==> src/rtl/waveform_ctrl_if.sv <==
// waveform_ctrl_if: host load, lookup and RAM port A signals of the waveform controller
interface waveform_ctrl_if #(
  parameter int ABITS = 12,
  parameter int DBITS = 8
);
  logic             ld_start;
  logic [DBITS-1:0] ld_csum;
  logic             ld_valid;
  logic [DBITS-1:0] ld_data;
  logic             ld_ready;
  logic             ld_done;
  logic             ld_err;
  logic             swap_pend;
  logic             frame_start;
  logic             active_bank;
  logic             rd_req;
  logic [ABITS-2:0] rd_addr;
  logic             rd_valid;
  logic [DBITS-1:0] rd_data;
  logic             ram_we;
  logic [ABITS-1:0] ram_addr;
  logic [DBITS-1:0] ram_din;
  logic [DBITS-1:0] ram_dout;
  modport master (
    output ld_start, ld_csum, ld_valid, ld_data, frame_start, rd_req, rd_addr, ram_dout,
    input  ld_ready, ld_done, ld_err, swap_pend, active_bank, rd_valid, rd_data,
           ram_we, ram_addr, ram_din
  );
  modport slave (
    input  ld_start, ld_csum, ld_valid, ld_data, frame_start, rd_req, rd_addr, ram_dout,
    output ld_ready, ld_done, ld_err, swap_pend, active_bank, rd_valid, rd_data,
           ram_we, ram_addr, ram_din
  );
endinterface

==> src/rtl/waveform_ctrl.sv <==
// waveform_ctrl: double-buffered waveform table loader with checksum and lookup-priority RAM arbitration
module waveform_ctrl #(
  parameter int ABITS = 12,
  parameter int DBITS = 8
) (
  input logic           clk,
  input logic           rst,
  waveform_ctrl_if.slave bus
);
  typedef enum logic [1:0] {IDLE, LOAD, CHECK, PEND} state_t;
  state_t           state;
  logic [ABITS-2:0] wr_ptr;
  logic [DBITS-1:0] sum;
  logic [DBITS-1:0] csum_q;
  logic [DBITS-1:0] sum_nxt;
  logic             active_bank;
  logic             swap_pend;
  logic             ld_done;
  logic             ld_err;
  logic             rd_valid;
  logic             acc;
  // a host write is taken only in LOAD and only when no lookup claims the port
  always_comb begin
    acc     = (state == LOAD) && bus.ld_valid && !bus.rd_req;
    sum_nxt = sum + bus.ld_data;
  end
  assign bus.ld_ready    = (state == LOAD) && !bus.rd_req;
  assign bus.ram_we      = acc;
  assign bus.ram_addr    = acc ? {~active_bank, wr_ptr} : {active_bank, bus.rd_addr};
  assign bus.ram_din     = bus.ld_data;
  assign bus.rd_data     = bus.ram_dout;
  assign bus.rd_valid    = rd_valid;
  assign bus.active_bank = active_bank;
  assign bus.swap_pend   = swap_pend;
  assign bus.ld_done     = ld_done;
  assign bus.ld_err      = ld_err;
  // load sequencer; ld_start restarts from any state except the one-cycle CHECK
  always_ff @(posedge clk or posedge rst) begin
    if (rst) begin
      state       <= IDLE;
      wr_ptr      <= '0;
      sum         <= '0;
      csum_q      <= '0;
      active_bank <= 1'b0;
      swap_pend   <= 1'b0;
      ld_done     <= 1'b0;
      ld_err      <= 1'b0;
      rd_valid    <= 1'b0;
    end else begin
      rd_valid <= bus.rd_req;
      ld_done  <= 1'b0;
      ld_err   <= 1'b0;
      if (bus.ld_start && state != CHECK) begin
        state     <= LOAD;
        wr_ptr    <= '0;
        sum       <= '0;
        csum_q    <= bus.ld_csum;
        swap_pend <= 1'b0;
      end else begin
        case (state)
          LOAD: if (acc) begin
            wr_ptr <= wr_ptr + 1'b1;
            sum    <= sum_nxt;
            if (&wr_ptr) begin
              state   <= CHECK;
              ld_done <= sum_nxt == csum_q;
              ld_err  <= sum_nxt != csum_q;
            end
          end
          CHECK: begin
            state     <= (sum == csum_q) ? PEND : IDLE;
            swap_pend <= sum == csum_q;
          end
          PEND: if (bus.frame_start) begin
            state       <= IDLE;
            active_bank <= ~active_bank;
            swap_pend   <= 1'b0;
          end
          default: state <= IDLE;
        endcase
      end
    end
  end
endmodule

==> src/flat_wrapper.sv <==
// flat-port wrapper written by rule: the top's interface ports become plain ports
module waveform_ctrl_flat 
#(
  parameter int ABITS = 12,
  parameter int DBITS = 8
)
  (clk, rst, bus_ld_start, bus_ld_csum, bus_ld_valid, bus_ld_data, bus_frame_start, bus_rd_req, bus_rd_addr, bus_ram_dout, bus_ld_ready, bus_ld_done, bus_ld_err, bus_swap_pend, bus_active_bank, bus_rd_valid, bus_rd_data, bus_ram_we, bus_ram_addr, bus_ram_din);
  waveform_ctrl_if #(.ABITS(ABITS), .DBITS(DBITS)) bus_i ();
  input logic clk;
  input logic rst;
  input wire logic [$bits(bus_i.ld_start)-1:0] bus_ld_start;
  input wire logic [$bits(bus_i.ld_csum)-1:0] bus_ld_csum;
  input wire logic [$bits(bus_i.ld_valid)-1:0] bus_ld_valid;
  input wire logic [$bits(bus_i.ld_data)-1:0] bus_ld_data;
  input wire logic [$bits(bus_i.frame_start)-1:0] bus_frame_start;
  input wire logic [$bits(bus_i.rd_req)-1:0] bus_rd_req;
  input wire logic [$bits(bus_i.rd_addr)-1:0] bus_rd_addr;
  input wire logic [$bits(bus_i.ram_dout)-1:0] bus_ram_dout;
  output wire logic [$bits(bus_i.ld_ready)-1:0] bus_ld_ready;
  output wire logic [$bits(bus_i.ld_done)-1:0] bus_ld_done;
  output wire logic [$bits(bus_i.ld_err)-1:0] bus_ld_err;
  output wire logic [$bits(bus_i.swap_pend)-1:0] bus_swap_pend;
  output wire logic [$bits(bus_i.active_bank)-1:0] bus_active_bank;
  output wire logic [$bits(bus_i.rd_valid)-1:0] bus_rd_valid;
  output wire logic [$bits(bus_i.rd_data)-1:0] bus_rd_data;
  output wire logic [$bits(bus_i.ram_we)-1:0] bus_ram_we;
  output wire logic [$bits(bus_i.ram_addr)-1:0] bus_ram_addr;
  output wire logic [$bits(bus_i.ram_din)-1:0] bus_ram_din;
  assign bus_i.ld_start = bus_ld_start;
  assign bus_i.ld_csum = bus_ld_csum;
  assign bus_i.ld_valid = bus_ld_valid;
  assign bus_i.ld_data = bus_ld_data;
  assign bus_i.frame_start = bus_frame_start;
  assign bus_i.rd_req = bus_rd_req;
  assign bus_i.rd_addr = bus_rd_addr;
  assign bus_i.ram_dout = bus_ram_dout;
  assign bus_ld_ready = bus_i.ld_ready;
  assign bus_ld_done = bus_i.ld_done;
  assign bus_ld_err = bus_i.ld_err;
  assign bus_swap_pend = bus_i.swap_pend;
  assign bus_active_bank = bus_i.active_bank;
  assign bus_rd_valid = bus_i.rd_valid;
  assign bus_rd_data = bus_i.rd_data;
  assign bus_ram_we = bus_i.ram_we;
  assign bus_ram_addr = bus_i.ram_addr;
  assign bus_ram_din = bus_i.ram_din;
  waveform_ctrl #(.ABITS(ABITS), .DBITS(DBITS)) u_core (.clk(clk), .rst(rst), .bus(bus_i));
endmodule
==> config.mk <==
export PLATFORM = sky130hd
export DESIGN_NAME = waveform_ctrl_flat
export DESIGN_NICKNAME = d
export VERILOG_FILES = /design/src/rtl/waveform_ctrl_if.sv /design/src/rtl/waveform_ctrl.sv /design/src/flat_wrapper.sv
export SDC_FILE = /design/constraint.sdc
export NUM_CORES = 1
export LEC_CHECK = 0
export ABC_AREA = 1
export CAP_MARGIN = 20
export CORE_ASPECT_RATIO = 1.25
export CORE_MARGIN = 1
export CORE_UTILIZATION = 47
export DETAILED_ROUTE_END_ITERATION = 8
export GPL_TIMING_DRIVEN = 0
export HOLD_SLACK_MARGIN = 0.06
export PLACE_DENSITY = 0.81
export SKIP_CTS_REPAIR_TIMING = 1
export SYNTH_ARGS = -nofsm -noshare
export SYNTH_HDL_FRONTEND = slang
export SYNTH_SLANG_ARGS = --single-unit
==> constraint.sdc <==
create_clock -name clk -period 2.2 [get_ports clk]
set_input_delay 0.44 -clock clk [delete_from_list [all_inputs] [get_ports clk]]
set_output_delay 0.44 -clock clk [all_outputs]
set_load 0.01 [all_outputs]
==> summary.md, run 1 <==
| Metric | Value |
|---|---|
| CTS tree | built |
| Worst hold path class | in2reg |
| ANT cells | 0 |
| Port bufs | 67 |
| EDFF count, synth | 0 |
| Largest cells by area after synthesis | dfrtp_1, nand2_1, inv_1 |
| NumNets Final | 477 |
| CP max-delay cell | dfrtp_1 |
| Area post-placement | 3210 µm² |
| Kind of critical path | reg2out |
| Status | finished clean |
| Filler Cell Count | 400 |
| Clock skew | 0.00440 ns |
| Netlist cell types | 28 |
| Core ar. | 4870 µm² |
| Crit. End Element | primary output |
| Die W | 66.4 µm |
| Total Routed Length | 6280 µm |
| CTS root buffer | clkbuf_8 |
| Placed cells | 465 |
| Worst skew pair latency | 0.28 ns |
| # IOs | 76 |
| Min cycle time layout | 2.14 ns |
| WHS | 0.357 ns |
| Synth area leader | dfrtp_1 |
| Max cap viols | 0 |
| H-tree depth | 2 |
| Mapped Nets | 390 |
| Worst VDD drop | 0.000608 V |
| RePlAce Congestion | 0.828 |
| Site row count | 28 |
| FFs w/ async S/R, synth | 100% |
| Total GRT Usage | 22.3% |
| HPWL after detailed placement | 4600 µm |
| Fmax | 467 MHz |
| CP max FO | 10 |
| Pin count of the biggest net entering global routing | 24 |
| Met2 Use GR | 40.4% |
| Vias in the first global route | 2183 |
| Family with the most delay on the worst path | buffers and inverters |
| GRT met3 Usage | 4.95% |
| Syn-to-layout area delta | 42.7% |
| Worst Path Arrival | 1.70 ns |
| #FFs+latches synth | 34 |
| Die Area | 5470 µm² |
| Initial antenna violation count | 0 |
| Max stage delay on crit path | 0.40 ns |
| Non-Filler Instances | 485 |
| Finished Cell Area | 3470 µm² |
| Top-count cell post-synth | nand2_1 |
| DRT Pass-1 Iters | 4 |
| GR Overflow Total | 0 |
| Register area share after synthesis | 34.9% |
| Crit path launch type | flop |
| Syn Inst Count | 337 |
| Buf+Inv Stages, Crit Path | 4 |
| Slew Viols, Final | 0 |
| Post-route ant nets | 0 |
| Share of Yosys cell area claimed by the top area cell type | 34.9% |
| CTS buffer count | 5 |
| First-pass GRT wire length | 9280 µm |
| Syn avg cell area | 7.23 µm² |
| Req. time, crit path | 1.76 ns |
| Slew @ Worst Pin | 0.701 ns |
| Die span in y | 82.5 µm |
| Commonest cells in the synthesized netlist | nand2_1, inv_1, dfrtp_1, nand3_1, o21ai_0 |
| CTS Sinks | 34 |
| Slew Limit Headroom | 53.1% |
| Clock transition at the registers of the reported paths | 0.07 ns |
| Hold Vio Cnt, Final | 0 |
| DR vias/cell | 5.09 |
| Maximum clock path buffer count | 2 |
| Cell Chain, Critical Path | inv_2 > ha_4 > nand3_4 > buf_4 > buf_6 > o21ai_0 > dlymetal6s2s_1 |
| Via count | 2469 |
| # DRC | 0 |
| Ys flop type | dfrtp_1 |
| Post-synthesis cell area | 2430 µm² |
| Setup-failing EPs final | 0 |
| PwrDens | 724 nW/µm² |
| Yosys warning count | 0 |
| Initial Util | 50.0% |
| GR peak layer | met2 |
| Layout cells sized above 1 | 14.1% |
| GR met1 Demand/Resource | 26.8% |
| Static Leakage | 1.83 nW |
| Tcrit/Tclk final | 97.4% |
| Wire per inst | 12.9 µm |
| Iteration-0 DRC Markers | 121 |
## per-stage QoR
step	power (mW)	worst slack, ns	util (%)	setup TNS [ns]
6_report	2.52	0.0582	71.3	0
5_1_grt	2.70	-0.0352	71.3	-0.0533
4_1_cts	2.40	-0.534	67.8	-6.21
3_5_place_dp	1.93	-0.538	65.9	-7.02
3_3_place_gp	1.89	-0.483	65.3	-6.36
2_1_floorplan	1.54	0.279	-	0
## cells by family (layout without fill, tap and decap cells)
family | count (synthesis) | after routing | share of synthesized area (%)
buf+inv | 69 | 157 | 13.2
fa+ha+maj | 12 | 12 | 6.47
simple gates | 164 | 164 | 29.9
flops | 34 | 34 | 34.9
compound gates | 45 | 45 | 10.8
xor+xnor | 13 | 13 | 4.68
## per-layer routing
metal,wire (µm),part of all wire [%],vias to the layer above
li1,-,-,1242
met4,61,0.97,0
met3,266,4.2,6
met2,3330,53,67
met1,2620,42,1154
met5,0,0,-
## final timing paths
check                                   from                  end  slack [ns]  depth (start not counted)
max reg2reg                    u_core.sum[0]    u_core.bus.ld_err        0.08                         10
max in group asynchronous                rst     u_core.wr_ptr[1]        1.18                          3
min                               bus_rd_req  u_core.bus.rd_valid        0.36                          1
max                          u_core.state[1]      bus_ram_addr[2]        0.06                          7
min reg2reg                u_core.wr_ptr[10]    u_core.wr_ptr[10]        0.51                          1
min in group asynchronous                rst     u_core.wr_ptr[2]        0.51                          2
## state kept, by name, summed over array words and instances (netlist names)
name / flops
u_core.bus.active_bank: 1
u_core.bus.ld_done: 1
u_core.bus.ld_err: 1
u_core.bus.rd_valid: 1
u_core.bus.swap_pend: 1
u_core.csum_q: 8
u_core.state: 2
u_core.sum: 8
u_core.wr_ptr: 11
## cell usage in the layout (no fill, tap or decap)
master and count:
xnor2_1 10, buf_6 2, ha_4 1, inv_2 3, inv_1 45, fa_2 1
nor2_4 2, nand3_4 1, clkbuf_1 2, a21oi_1 9, nor2_1 23, nor3_1 6
dlymetal6s2s_1 15, nor2_2 2, dfrtp_1 34, buf_2 2, nand3_1 29, clkinv_2 1
buf_16 1, ha_1 8, o21ai_0 27, a32o_1 5, clkinvlp_4 1, clkbuf_8 6
ha_2 2, nand2_2 4, nand2_1 90, buf_4 28, xor2_1 3, clkdlybuf4s50_1 51
nand3_2 1, a22o_1 3, nand4_1 4, nor4_2 1, nor3_4 1, o31ai_1 1
## cell type report
cell class	instances	area (µm²)	share of cell area [%]
buffer	20	151	4.36
clock buffer	7	86.3	2.49
clock inverter	1	5.00	0.144
inverter	49	188	5.40
multi-input combinational	234	1300	37.3
sequential	34	851	24.5
tap	60	75.1	2.16
timing repair buffer	80	821	23.6
## power by group
part           internal, mW  switching [mW]
combinational         0.568           0.653
sequential            0.722          0.0984
clock                 0.252           0.222
total                  1.54           0.973
No activity file was read; power rests on OpenSTA's default activity.
==> run 2, diff against run 1 <==
- CORE_UTILIZATION: 47 -> 35
- PLACE_DENSITY: 0.81 -> unset
- clock period: 2.2 -> 2.6 ns (I/O delays scaled with it)
==> summary.md, run 2 (synthesis results as in run 1) <==
| Metric | Value |
|---|---|
| Status | finished clean |
| Int Pwr | 1.34 mW (-13%) |
| Largest registers | u_core.wr_ptr: 11 flops, u_core.csum_q: 8 flops, u_core.sum: 8 flops |
| Setup-failing EPs final | 0 (unchanged) |
| DRT Pass-1 Iters | 4 (unchanged) |
| Net Sw Frac | 37.8% (-0.92 points) |
| Finished Cell Area | 3450 µm² (-0.61%) |
| Worst r2r dst | u_core.bus.ld_err |
| Hold_sp | u_core.wr_ptr[8] |
| RSZ-0062 raised after global routing | no |
| Min cycle time layout | 2.52 ns |
| Buf+Inv Stages, Crit Path | 4 (unchanged) |
| Req. time, crit path | 2.08 ns (+0.32 ns) |
| Wire per inst | 11.8 µm (-8.8%) |
| Leading cell type in the layout, fill and taps excluded | nand2_1 |
| Clock skew | 0.00889 ns (+0.00450 ns) |
| Switch Pwr | 0.815 mW (-16%) |
| Syn-to-layout area delta | 41.8% |
| Via count | 2385 (-3.4%) |
| Vias in the first global route | 2291 (+4.9%) |
| Hold Vio Cnt, Final | 0 (unchanged) |
| GR Overflow Total | 0 (unchanged) |
| Slew @ Worst Pin | 0.749 ns (+0.0486 ns) |
| Port bufs | 67 (unchanged) |
| Cell Chain, Critical Path | clkdlybuf4s50_1 > inv_1 > nand3_4 > buf_6 > nand2_1 > nand2_1 > clkdlybuf4s50_1 |
| # DRC | 0 (unchanged) |
| Worst skew pair latency | 0.29 ns (about the same) |
| Worst VDD drop | 0.000264 V (-57%) |
| Final Util | 51.9% (-19 points) |
| Crit. End Element | primary output |
| Tcrit/Tclk final | 96.8% |
| WHS Path Cells | 1 (unchanged) |
| Most frequent cells in the layout | nand2_1, clkdlybuf4s50_1, inv_1 |
| Logic pwr share | 44.9% (-3.6 points) |
| Initial Util | 36.6% (-13 points) |
| Hold endpoint | u_core.wr_ptr[8] |
| HPWL after detailed placement | 4700 µm (+2.1%) |
| PwrDens | 626 nW/µm² (-14%) |
| Family with the most delay on the worst path | buffers and inverters |
| Pin count of the biggest net entering global routing | 23 (-4.2%) |
| RePlAce Congestion | 0.811 (-2.1%) |
| CTS tree | built |
| CTS buffer count | 5 (unchanged) |
| Total Routed Length | 5990 µm (-4.6%) |
| Clock transition at the registers of the reported paths | 0.08 ns (about the same) |
| H-tree depth | 2 (unchanged) |
| Setup slack, reg-to-reg | 0.45 ns (+0.37 ns) |
| Area post-placement | 3240 µm² (+1.1%) |
| Reg-to-Reg Start | u_core.sum[0] |
| Setup TNS | 0 ns (unchanged) |
| DR vias/cell | 4.70 (-7.6%) |
| Site row count | 33 (+18%) |
| Crit path launch type | input port |
| Slew Viols, Final | 0 (unchanged) |
| First-pass GRT wire length | 10300 µm (+11%) |
| Worst hold path class | reg2reg |
| Worst Path Arrival | 2.00 ns (+0.30 ns) |
| Core ar. | 6650 µm² (+37%) |
| Die Area | 7300 µm² (+33%) |
| Most flop-heavy register | u_core.wr_ptr |
| Max cap viols | 0 (unchanged) |
| ANT cells | 0 (unchanged) |
| Maximum clock path buffer count | 2 (unchanged) |
| CTS Sinks | 34 (unchanged) |
| Slew Limit Headroom | 49.9% (-3.3 points) |
| Total GRT Usage | 17.7% (-4.6 points) |
| Layout cells sized above 1 | 10.7% (-3.4 points) |
| CP max-delay cell | clkdlybuf4s50_1 |
| Sequential share of power | 32.0% (-0.6 points) |
| Fmax | 397 MHz |
| Iteration-0 DRC Markers | 77 (-36%) |
| # IOs | 76 (unchanged) |
| Max stage delay on crit path | 0.52 ns (+0.12 ns) |
| Max reg flops | 11 (unchanged) |
| Die span in y | 95.3 µm (+15%) |
| Initial antenna violation count | 0 (unchanged) |
| Post-route ant nets | 0 (unchanged) |
| Die W | 76.6 µm (+15%) |
| NumNets Final | 472 (-1.0%) |
| Static Leakage | 1.75 nW (-4.1%) |
| Kind of critical path | in2out |
| Clock power frac | 23.1% (+4.3 points) |
| R2r worst-path depth | 12 (+2) |
| CTS root buffer | clkbuf_8 |
| CP max FO | 10 (unchanged) |
-- run 2: cell count changes in the layout (fill, tap and decap cells not counted), sizes merged --
cell	delta
buf	-6
bufinv	+1
clkbuf	-2
clkdlybuf4s50	+6
clkinv	-1
clkinvlp	+2
dlymetal6s2s	-5
-- run 2: worst max-delay path by stage --
stage                               from           endpoint  cells after the start
after global placement        bus_rd_req    bus_ram_addr[5]                      7
after CTS                     bus_rd_req    bus_ram_addr[9]                      7
after global routing      bus_ld_data[0]  u_core.bus.ld_err                     13
final                         bus_rd_req    bus_ram_addr[3]                      7
after detailed placement      bus_rd_req    bus_ram_addr[5]                      7
after floorplan           bus_ld_data[0]  u_core.bus.ld_err                     12
-- run 2: power by group through the flow --
stage	Combinational, mW	Sequential [mW]	Clock (mW)
2_1_floorplan	0.617	0.687	0
3_3_place_gp	0.924	0.698	0
3_5_place_dp	0.941	0.700	0
4_1_cts	0.943	0.691	0.511
5_1_grt	1.09	0.705	0.530
6_report	0.971	0.691	0.498
-- run 2: metal layers --
metal / global-route usage (%) / share of wire, % / up-vias
met2: 32.1 / 47 / 69
met1: 20.6 / 46 / 1068
met4: 6.41 / 1.9 / 0
li1: - / - / 1238
met5: 0 / 0 / -
met3: 3.64 / 4.7 / 10
-- run 2: per-stage QoR --
stage	cells	power (mW)	hold slack [ns]	setup slack [ns]
floorplan	337	1.30	0.455	0.599
CTS	500	2.15	0.489	-0.278
detailed placement	492	1.64	0.478	-0.275
global route	507	2.33	0.512	0.000305
global placement	491	1.62	0.472	-0.254
finish	507	2.16	0.487	0.0830
-- run 2: area by class of cell --
cell class                      instances  area (µm²)
Buffer                                 20         151
Clock buffer                            5        68.8
Clock inverter                          3        45.0
Fill cell                             638        3200
Inverter                               49         188
Multi-Input combinational cell        234        1260
Sequential cell                        34         851
Tap cell                               87         109
Timing Repair Buffer                   75         776
